$ cat src/rtl/commit_monitor_if.sv
// Per-lane commit record bundle: NLANE lanes of pc/instr/GPR-write/skip, lane 0 oldest.
// The producer uses the master modport and the consumer uses the slave modport.
interface commit_monitor_if #(
  parameter int NLANE = 2,
  parameter int XLEN  = 64
);
  logic [NLANE-1:0]      valid;
  logic [NLANE*XLEN-1:0] pc;
  logic [NLANE*32-1:0]   instr;
  logic [NLANE-1:0]      wen;
  logic [NLANE*5-1:0]    wdest;
  logic [NLANE*XLEN-1:0] wdata;
  logic [NLANE-1:0]      skip;

  modport master (output valid, pc, instr, wen, wdest, wdata, skip);
  modport slave  (input  valid, pc, instr, wen, wdest, wdata, skip);
endinterface

$ cat src/rtl/commit_monitor.sv
// N-lane retire monitor: registers commit records, counts cycles/instructions, traps on halt.
// Optional no-commit watchdog trap is enabled by defining COMMIT_MON_WDOG_EN.
//
// state  | meaning
// RUN    | accepting commits, counters advancing
// HALTED | trap outputs held, inputs ignored until reset
module commit_monitor #(
  parameter int NLANE = 2,
  parameter int XLEN  = 64,
  parameter int CNT_W = 64
`ifdef COMMIT_MON_WDOG_EN
  , parameter int WDOG_LIMIT = 4096
`endif
) (
  input  logic                 clk,
  input  logic                 resetn,
  commit_monitor_if.slave      retire,
  commit_monitor_if.master     commit,
  input  logic [XLEN-1:0]      a0_value,
  output logic [CNT_W-1:0]     cycle_cnt,
  output logic [CNT_W-1:0]     instr_cnt,
  output logic                 trap_valid,
  output logic [XLEN-1:0]      trap_code,
  output logic [XLEN-1:0]      trap_pc,
  output logic                 halted
);

  localparam logic [31:0] HALT_INSTR = 32'h0005006b;

  typedef enum logic {RUN = 1'b0, HALTED = 1'b1} state_t;
  state_t state;

  logic [NLANE-1:0]      accept;
  logic [NLANE-1:0]      acc_wen;
  logic [NLANE*XLEN-1:0] acc_pc;
  logic [NLANE*32-1:0]   acc_instr;
  logic [NLANE*5-1:0]    acc_wdest;
  logic [NLANE*XLEN-1:0] acc_wdata;
  logic [NLANE-1:0]      acc_skip;
  logic [CNT_W-1:0]      acc_cnt;
  logic                  halt_hit;
  logic [XLEN-1:0]       halt_pc;
  logic [XLEN-1:0]       halt_code;
  logic [XLEN-1:0]       last_acc_pc;

  logic [NLANE-1:0]      out_valid_q;
  logic [NLANE-1:0]      out_wen_q;
  logic [NLANE*XLEN-1:0] out_pc_q;
  logic [NLANE*32-1:0]   out_instr_q;
  logic [NLANE*5-1:0]    out_wdest_q;
  logic [NLANE*XLEN-1:0] out_wdata_q;
  logic [NLANE-1:0]      out_skip_q;

  // Walk lanes in program order; everything younger than the first halt is dropped.
  always_comb begin
    accept      = '0;
    acc_wen     = '0;
    acc_pc      = '0;
    acc_instr   = '0;
    acc_wdest   = '0;
    acc_wdata   = '0;
    acc_skip    = '0;
    acc_cnt     = '0;
    halt_hit    = 1'b0;
    halt_pc     = '0;
    halt_code   = a0_value;
    last_acc_pc = '0;
    for (int i = 0; i < NLANE; i++) begin
      if (retire.valid[i] && !halt_hit) begin
        accept[i]                 = 1'b1;
        acc_cnt                   = acc_cnt + CNT_W'(1);
        acc_wen[i]                = retire.wen[i] && (retire.wdest[i*5 +: 5] != 5'd0);
        acc_pc[i*XLEN +: XLEN]    = retire.pc[i*XLEN +: XLEN];
        acc_instr[i*32 +: 32]     = retire.instr[i*32 +: 32];
        acc_wdest[i*5 +: 5]       = retire.wdest[i*5 +: 5];
        acc_wdata[i*XLEN +: XLEN] = retire.wdata[i*XLEN +: XLEN];
        acc_skip[i]               = retire.skip[i];
        last_acc_pc               = retire.pc[i*XLEN +: XLEN];
        if (retire.instr[i*32 +: 32] == HALT_INSTR) begin
          halt_hit = 1'b1;
          halt_pc  = retire.pc[i*XLEN +: XLEN];
        end else if (retire.wen[i] && (retire.wdest[i*5 +: 5] == 5'd10)) begin
          halt_code = retire.wdata[i*XLEN +: XLEN];
        end
      end
    end
  end

`ifdef COMMIT_MON_WDOG_EN
  logic [31:0]     idle_cnt;
  logic [XLEN-1:0] wdog_pc;
`endif

  always_ff @(posedge clk) begin
    if (!resetn) begin
      state       <= RUN;
      out_valid_q <= '0;
      out_wen_q   <= '0;
      out_pc_q    <= '0;
      out_instr_q <= '0;
      out_wdest_q <= '0;
      out_wdata_q <= '0;
      out_skip_q  <= '0;
      cycle_cnt   <= '0;
      instr_cnt   <= '0;
      trap_valid  <= 1'b0;
      trap_code   <= '0;
      trap_pc     <= '0;
      halted      <= 1'b0;
`ifdef COMMIT_MON_WDOG_EN
      idle_cnt    <= '0;
      wdog_pc     <= '0;
`endif
    end else begin
      case (state)
        RUN: begin
          out_valid_q <= accept;
          out_wen_q   <= acc_wen;
          out_pc_q    <= acc_pc;
          out_instr_q <= acc_instr;
          out_wdest_q <= acc_wdest;
          out_wdata_q <= acc_wdata;
          out_skip_q  <= acc_skip;
          cycle_cnt   <= cycle_cnt + CNT_W'(1);
          instr_cnt   <= instr_cnt + acc_cnt;
`ifdef COMMIT_MON_WDOG_EN
          if (|accept) begin
            idle_cnt <= '0;
            wdog_pc  <= last_acc_pc;
          end else begin
            idle_cnt <= idle_cnt + 32'd1;
          end
`endif
          if (halt_hit) begin
            state      <= HALTED;
            trap_valid <= 1'b1;
            halted     <= 1'b1;
            trap_code  <= halt_code;
            trap_pc    <= halt_pc;
          end
`ifdef COMMIT_MON_WDOG_EN
          else if (!(|accept) && (idle_cnt == 32'(WDOG_LIMIT - 1))) begin
            state      <= HALTED;
            trap_valid <= 1'b1;
            halted     <= 1'b1;
            trap_code  <= XLEN'(1);
            trap_pc    <= wdog_pc;
          end
`endif
        end
        HALTED: begin
          out_valid_q <= '0;
          out_wen_q   <= '0;
        end
        default: state <= RUN;
      endcase
    end
  end

`ifndef COMMIT_MON_WDOG_EN
  logic unused_last_pc;
  assign unused_last_pc = ^last_acc_pc;
`endif

  assign commit.valid = out_valid_q;
  assign commit.wen   = out_wen_q;
  assign commit.pc    = out_pc_q;
  assign commit.instr = out_instr_q;
  assign commit.wdest = out_wdest_q;
  assign commit.wdata = out_wdata_q;
  assign commit.skip  = out_skip_q;

endmodule
$ cat src/flat_wrapper.sv
// flat-port wrapper written by rule: the top's interface ports become plain ports
module commit_monitor_flat 
#(
  parameter int NLANE = 2,
  parameter int XLEN  = 64,
  parameter int CNT_W = 64

)
  (clk, resetn, a0_value, cycle_cnt, instr_cnt, trap_valid, trap_code, trap_pc, halted, retire_valid, retire_pc, retire_instr, retire_wen, retire_wdest, retire_wdata, retire_skip, commit_valid, commit_pc, commit_instr, commit_wen, commit_wdest, commit_wdata, commit_skip);
  commit_monitor_if #(.NLANE(NLANE), .XLEN(XLEN)) retire_i ();
  commit_monitor_if #(.NLANE(NLANE), .XLEN(XLEN)) commit_i ();
  input  logic clk;
  input  logic resetn;
  input  logic [XLEN-1:0] a0_value;
  output logic [CNT_W-1:0] cycle_cnt;
  output logic [CNT_W-1:0] instr_cnt;
  output logic trap_valid;
  output logic [XLEN-1:0] trap_code;
  output logic [XLEN-1:0] trap_pc;
  output logic halted;
  input wire logic [$bits(retire_i.valid)-1:0] retire_valid;
  input wire logic [$bits(retire_i.pc)-1:0] retire_pc;
  input wire logic [$bits(retire_i.instr)-1:0] retire_instr;
  input wire logic [$bits(retire_i.wen)-1:0] retire_wen;
  input wire logic [$bits(retire_i.wdest)-1:0] retire_wdest;
  input wire logic [$bits(retire_i.wdata)-1:0] retire_wdata;
  input wire logic [$bits(retire_i.skip)-1:0] retire_skip;
  output wire logic [$bits(commit_i.valid)-1:0] commit_valid;
  output wire logic [$bits(commit_i.pc)-1:0] commit_pc;
  output wire logic [$bits(commit_i.instr)-1:0] commit_instr;
  output wire logic [$bits(commit_i.wen)-1:0] commit_wen;
  output wire logic [$bits(commit_i.wdest)-1:0] commit_wdest;
  output wire logic [$bits(commit_i.wdata)-1:0] commit_wdata;
  output wire logic [$bits(commit_i.skip)-1:0] commit_skip;
  assign retire_i.valid = retire_valid;
  assign retire_i.pc = retire_pc;
  assign retire_i.instr = retire_instr;
  assign retire_i.wen = retire_wen;
  assign retire_i.wdest = retire_wdest;
  assign retire_i.wdata = retire_wdata;
  assign retire_i.skip = retire_skip;
  assign commit_valid = commit_i.valid;
  assign commit_pc = commit_i.pc;
  assign commit_instr = commit_i.instr;
  assign commit_wen = commit_i.wen;
  assign commit_wdest = commit_i.wdest;
  assign commit_wdata = commit_i.wdata;
  assign commit_skip = commit_i.skip;
  commit_monitor #(.NLANE(NLANE), .XLEN(XLEN), .CNT_W(CNT_W)) u_core (.clk(clk), .resetn(resetn), .retire(retire_i), .commit(commit_i), .a0_value(a0_value), .cycle_cnt(cycle_cnt), .instr_cnt(instr_cnt), .trap_valid(trap_valid), .trap_code(trap_code), .trap_pc(trap_pc), .halted(halted));
endmodule
$ cat config.mk
export PLATFORM = sky130hd
export DESIGN_NAME = commit_monitor_flat
export DESIGN_NICKNAME = d
export VERILOG_FILES = /design/src/rtl/commit_monitor_if.sv /design/src/rtl/commit_monitor.sv /design/src/flat_wrapper.sv
export SDC_FILE = /design/constraint.sdc
export NUM_CORES = 1
export LEC_CHECK = 0
export ABC_AREA = 1
export BUFFER_PORTS_ARGS = -buffer_cell sky130_fd_sc_hd__buf_2
export CAP_MARGIN = 10
export CORE_AREA = 2 2 383 385
export CTS_CLUSTER_DIAMETER = 40
export DETAILED_ROUTE_END_ITERATION = 7
export DIE_AREA = 0 0 385 387
export GPL_ROUTABILITY_DRIVEN = 0
export SYNTH_ARGS = -nofsm -noshare
export SYNTH_HDL_FRONTEND = slang
export SYNTH_SLANG_ARGS = --single-unit
$ cat constraint.sdc
create_clock -name clk -period 2.5 [get_ports clk]
set_input_delay 0 -clock clk [delete_from_list [all_inputs] [get_ports clk]]
set_output_delay 0 -clock clk [all_outputs]
set_load 0.02 [all_outputs]
Yosys cells after proc, flatten, opt, wreduce, memory -nomap -nowiden. Index checks and enable logic that the tools add are counted.

Add/subtract/negate cells: 3. $mul: 0. Div/mod/pow operators: 0. Order comparisons: 0. Equal/unequal tests: 4. Shift-type cells: 0. Multiplexer cells: 34. Bitwise gates (word level): 1. Reduce and logical (&&, ||, !) cells: 9.

Operators with widths (count): 64-bit two-way mux (15); 64-bit by 1-bit adder with 64-bit output, second input constant (1); 64-bit adder (1); 32-bit by 19-bit equality test with 1-bit output, second input constant (2); 32-bit two-way mux (2); 1-bit two-way mux (13); 5-bit by 4-bit equality test with 1-bit output, second input constant (2); 5-bit two-way mux (2); 5-bit nonzero test (2); 2-bit one-hot mux with 2 select lines (2); 1-bit logical AND (5); 1-bit by 1-bit adder with 2-bit output, second input constant (1); 2-bit AND reduction (1); 1-bit logical NOT (1); 1-bit NOT (1).

Register bits after elaboration: 594. Latch bits: 0. Bits in writable memories: 0. Bits in read-only memories: 0. Input port bits: 402. Output and inout bits: 594. Word-level logic and storage cells: 64. Memories: 0.

Depth between registers and ports, before layout.
Depth after elaboration: 8. Depth in mapped cells: 26. Gate-level depth less buffers: 25.

Worst setup path after synthesis. No wires, ideal clock.

Path kind: in2reg. From: input retire_instr[12]. To: register u_core.instr_cnt[58]. Library setup time: 115 ps. Arrival: 2654 ps. Path slack: -269 ps. Stages on the path: 25. Path buffers: 1. Path through: inv_1 > nand2_1 > nor2_1 > nand2_1 > nor2_1 > nand3_1 > nand2_1 > inv_2 > buf_2 > nand2_1 > o21ai_0 > inv_1 > ha_1 > inv_1 > fa_1 > inv_1 > nand3_2 > nor2_4 > nand2_2 > nor2_2 > nand2_2 > nor2_4 > nand4_1 > nand2_1 > nor2_1.

Cells in the longest elaborated chain, start to end: 7.

RTL lines: start, declared (RTL line flat_wrapper.sv:23) `input wire logic [$bits(retire_i.instr)-1:0] retire_instr;`; 32-bit by 19-bit equality test with 1-bit output (RTL line commit_monitor.sv:79) `if (retire.instr[i*32 +: 32] == HALT_INSTR) begin`; 1-bit two-way mux (RTL line commit_monitor.sv:79); 1-bit two-way mux (RTL line commit_monitor.sv:69) `if (retire.valid[i] && !halt_hit) begin`; 1-bit logical NOT (RTL line commit_monitor.sv:69); 1-bit logical AND (RTL line commit_monitor.sv:69); 64-bit two-way mux (RTL line commit_monitor.sv:69); 64-bit adder (RTL line commit_monitor.sv:125) `instr_cnt <= instr_cnt + acc_cnt;`; end signal, assigned (RTL line commit_monitor.sv:125); end, declared (RTL line commit_monitor.sv:21) `output logic [CNT_W-1:0] instr_cnt,`.

No other way between the ends. A chain may end at the register's enable or synchronous reset.

Final worst setup path.
From: input retire_valid[0]. To: register u_core.out_pc_q[99] (netlist: u_core.commit.pc[99]).

Cells in the longest elaborated chain, start to end: 4.

RTL lines: start, declared (RTL line flat_wrapper.sv:21) `input wire logic [$bits(retire_i.valid)-1:0] retire_valid;`; 1-bit two-way mux (RTL line commit_monitor.sv:69); 1-bit logical NOT (RTL line commit_monitor.sv:69); 1-bit logical AND (RTL line commit_monitor.sv:69); 64-bit two-way mux (RTL line commit_monitor.sv:69); end signal, assigned (RTL line commit_monitor.sv:119) `out_pc_q <= acc_pc;`; end, declared (RTL line commit_monitor.sv:48) `logic [NLANE*XLEN-1:0] out_pc_q;`.

No other way between the ends.

==> impl_metrics.ini <==
[power]
p_sw_mw = 7.90
p_int_mw = 21.3
power.density_mw_per_mm2 = 664
seqPwrFrac_pct = 33.7
comb_power_share_pct = 9.5
total_power_mw = 29.2
peakVddDrop_mv = 0.533
p_clk_share_pct = 56.8
power.leakage_nw = 20.6
switching_share_pct = 27.0

[sta]
tightest_slew_ps = 1080
hold_ws_ps = 63.6
slew-limit-headroom_pct = 27.8
fmax_mhz = 416
setup_viol_count_final = 0
hold_viol_final = 0
fin_crit_ps = 2400
fin_worst_skew_ps = 52.5
period_share_pct = 96.1
maxSlewViolCount = 0

[floorplan]
core_area_mm2 = 0.145
row_count = 140
die-area_mm2 = 0.149
die_h_um = 387
start_util_pct = 18.4
dieWidth_um = 385
ios = 996

[clocking]
clk_pin_slew_ps = 60
cts_buffers = 120
cts_tree = built
h-tree-depth = 3
cts.sinks = 594
cts_max_path_buffers = 3
clk_latency_ps = 730
cts_root_buf = clkbuf_16

[detailed_routing]
routedWlPerCell_um = 20.7
ant_nets = 0
viasPerCell = 4.48
dr.pass1.iters = 8
drc = 0
vias = 33090
routed_wl_um = 153000
drtIter0Drc = 2668

[yosys]
synthArstFlopShare_pct = 0
syn_inst = 3811
synth_warnings = 0
synth_area_per_cell_um2 = 7.00
synthesis.area_mm2 = 0.0267
synth_edf_count = 0
yosysUniqueCellTypes = 39
synthTopCellsByArea = dfxtp_1 (45%), nand2_1 (14%), inv_1 (6.4%)
syn_nets = 4217
yosysSeqAreaShare_pct = 44.6
synth_top_area_share_pct = 44.6
yosys.area.top_type = dfxtp_1
ys_seq_elements = 594
synth_flop_cell = dfxtp_1

[place]
dpl.hpwl_um = 112000
port_buffers = 995

[global_route]
grt_max_degree = 194
grt-ovfl-total = 0
antenna_found_initial = 36
grt_usage_pct = 19.4
grt_pass1_vias = 31548
grt_pass1_wl_um = 214000

[critical_path]
worstSetupStartpointType = input port
worstSetupPathType = input port to flop
arrival_ps = 3090
cp_max_fo = 59
critPathCaptureType = flop
cp.required_ps = 3180

[status]
status = finished clean

[flow_run]
cap_violations = 0

[final_layout]
nFillCells = 15314
nets = 5747
syn_to_final_growth_pct = 64.9
final_common_cell = buf_2
final_layout_size_suffix_gt1_share_pct = 25.6
layout_common_cells = buf_2 (994), nand2_1 (966), dfxtp_1 (593)

[min_path]
min_path_type = input port to flop
[sequential cells by signal, summed over array words and instances (netlist names)]
register and count:
u_core.commit.pc 128, u_core.commit.wdata 128, u_core.commit.instr 64, u_core.cycle_cnt 64, u_core.instr_cnt 64, u_core.trap_code 64
u_core.trap_pc 64, u_core.commit.wdest 10, u_core.commit.skip 2, u_core.commit.valid 2, u_core.commit.wen 2, u_core.state 1
u_core.trap_valid 1
[repair_timing]
| action | 4_1_cts | 5_1_grt |
|---|---|---|
| setup endpoints to repair | 2 | 18 |
| hold buffers | 543 | 0 |
| buffers inserted | 0 | 2 |
| pin swaps | 0 | 9 |
| hold endpoints to repair | 535 | 0 |
| resized for setup | 1 | 10 |
| gates cloned | 0 | 1 |
[metal layers]
metal  vias to the layer above  share of wire [%]  track usage (%)
li1                      15502                  -                -
met1                     15349                 39             22.8
met2                      1751                 44             30.3
met3                       474                 11             6.92
met4                        14                6.1             11.4
met5                         -              0.060                0
[critical path: stages]
cell           delay [ps]
dlygate4sd3_1         590
buf_2                 190
nand3_4               130
nand2_4                70
inv_6                  60
buf_4                 380
buf_4                 630
nand2_1               120
a21oi_1               180
dlygate4sd3_1         580
[area by class of cell]
| type | count | area, um^2 | area share (%) |
|---|---|---|---|
| diodes | 24 | 60.1 | 0.136 |
| clock buffers | 144 | 3260 | 7.40 |
| clock inverters | 83 | 953 | 2.17 |
| inverters | 458 | 1760 | 3.99 |
| multi-input cells | 2521 | 12100 | 27.5 |
| flip-flops and latches | 594 | 11900 | 27.0 |
| well taps | 1917 | 2400 | 5.45 |
| repair buffers | 1646 | 11600 | 26.4 |
[cell usage after synthesis (18+ instances only)]
cell	instances
nand2_1	975
dfxtp_1	594
inv_1	453
nor2_1	396
a21oi_1	283
nand3_1	244
o21ai_0	240
a32o_1	137
clkbuf_1	132
nor3_1	104
buf_2	69
nand4_1	45
xor2_1	18
[final timing paths]
| kind | slack, ps | depth (start not counted) | startpoint | to |
|---|---|---|---|---|
| max reg2reg | 120 | 7 | u_core.state | u_core.commit.instr[16] |
| min | 60 | 3 | retire_wdata[5] | u_core.commit.wdata[5] |
| min reg2reg | 460 | 2 | u_core.instr_cnt[14] | u_core.instr_cnt[14] |
| max | 100 | 10 | retire_valid[0] | u_core.commit.pc[99] |
[metrics by stage]
| step | setup TNS [ps] | setup slack, ps | utilization (%) | instance area [um^2] | instances |
|---|---|---|---|---|---|
| global placement | -41960 | -760 | 23.6 | 34200 | 6590 |
| floorplan | -272 | -53.1 | - | 26800 | 3811 |
| CTS | 0 | 22.4 | 30.3 | 43900 | 7360 |
| detailed placement | -51370 | -794 | 23.6 | 34200 | 6590 |
| finish | 0 | 98.5 | 30.4 | 44000 | 7387 |
| global route | -2.47 | -2.47 | 30.4 | 44000 | 7379 |
[power groups by stage]
stage / sequential [mW] / combinational, mW / clock [mW]
after floorplan: 10.3 / 0.618 / 0
after global placement: 10.0 / 2.00 / 0
after detailed placement: 10.0 / 2.01 / 0
after CTS: 9.84 / 2.72 / 16.9
after global routing: 9.86 / 2.95 / 17.3
final: 9.85 / 2.78 / 16.6
[kinds of logic after synthesis]
logic type / synth area share, %
AOI/OAI and AO/OA: 15.4
xor gates and xnor gates: 0.820
adders and majority gates: 0.216
buffers and inverters: 10.7
DFF: 44.6
and+or+nand+nor: 28.3
Power figures use the tool's default switching activity.
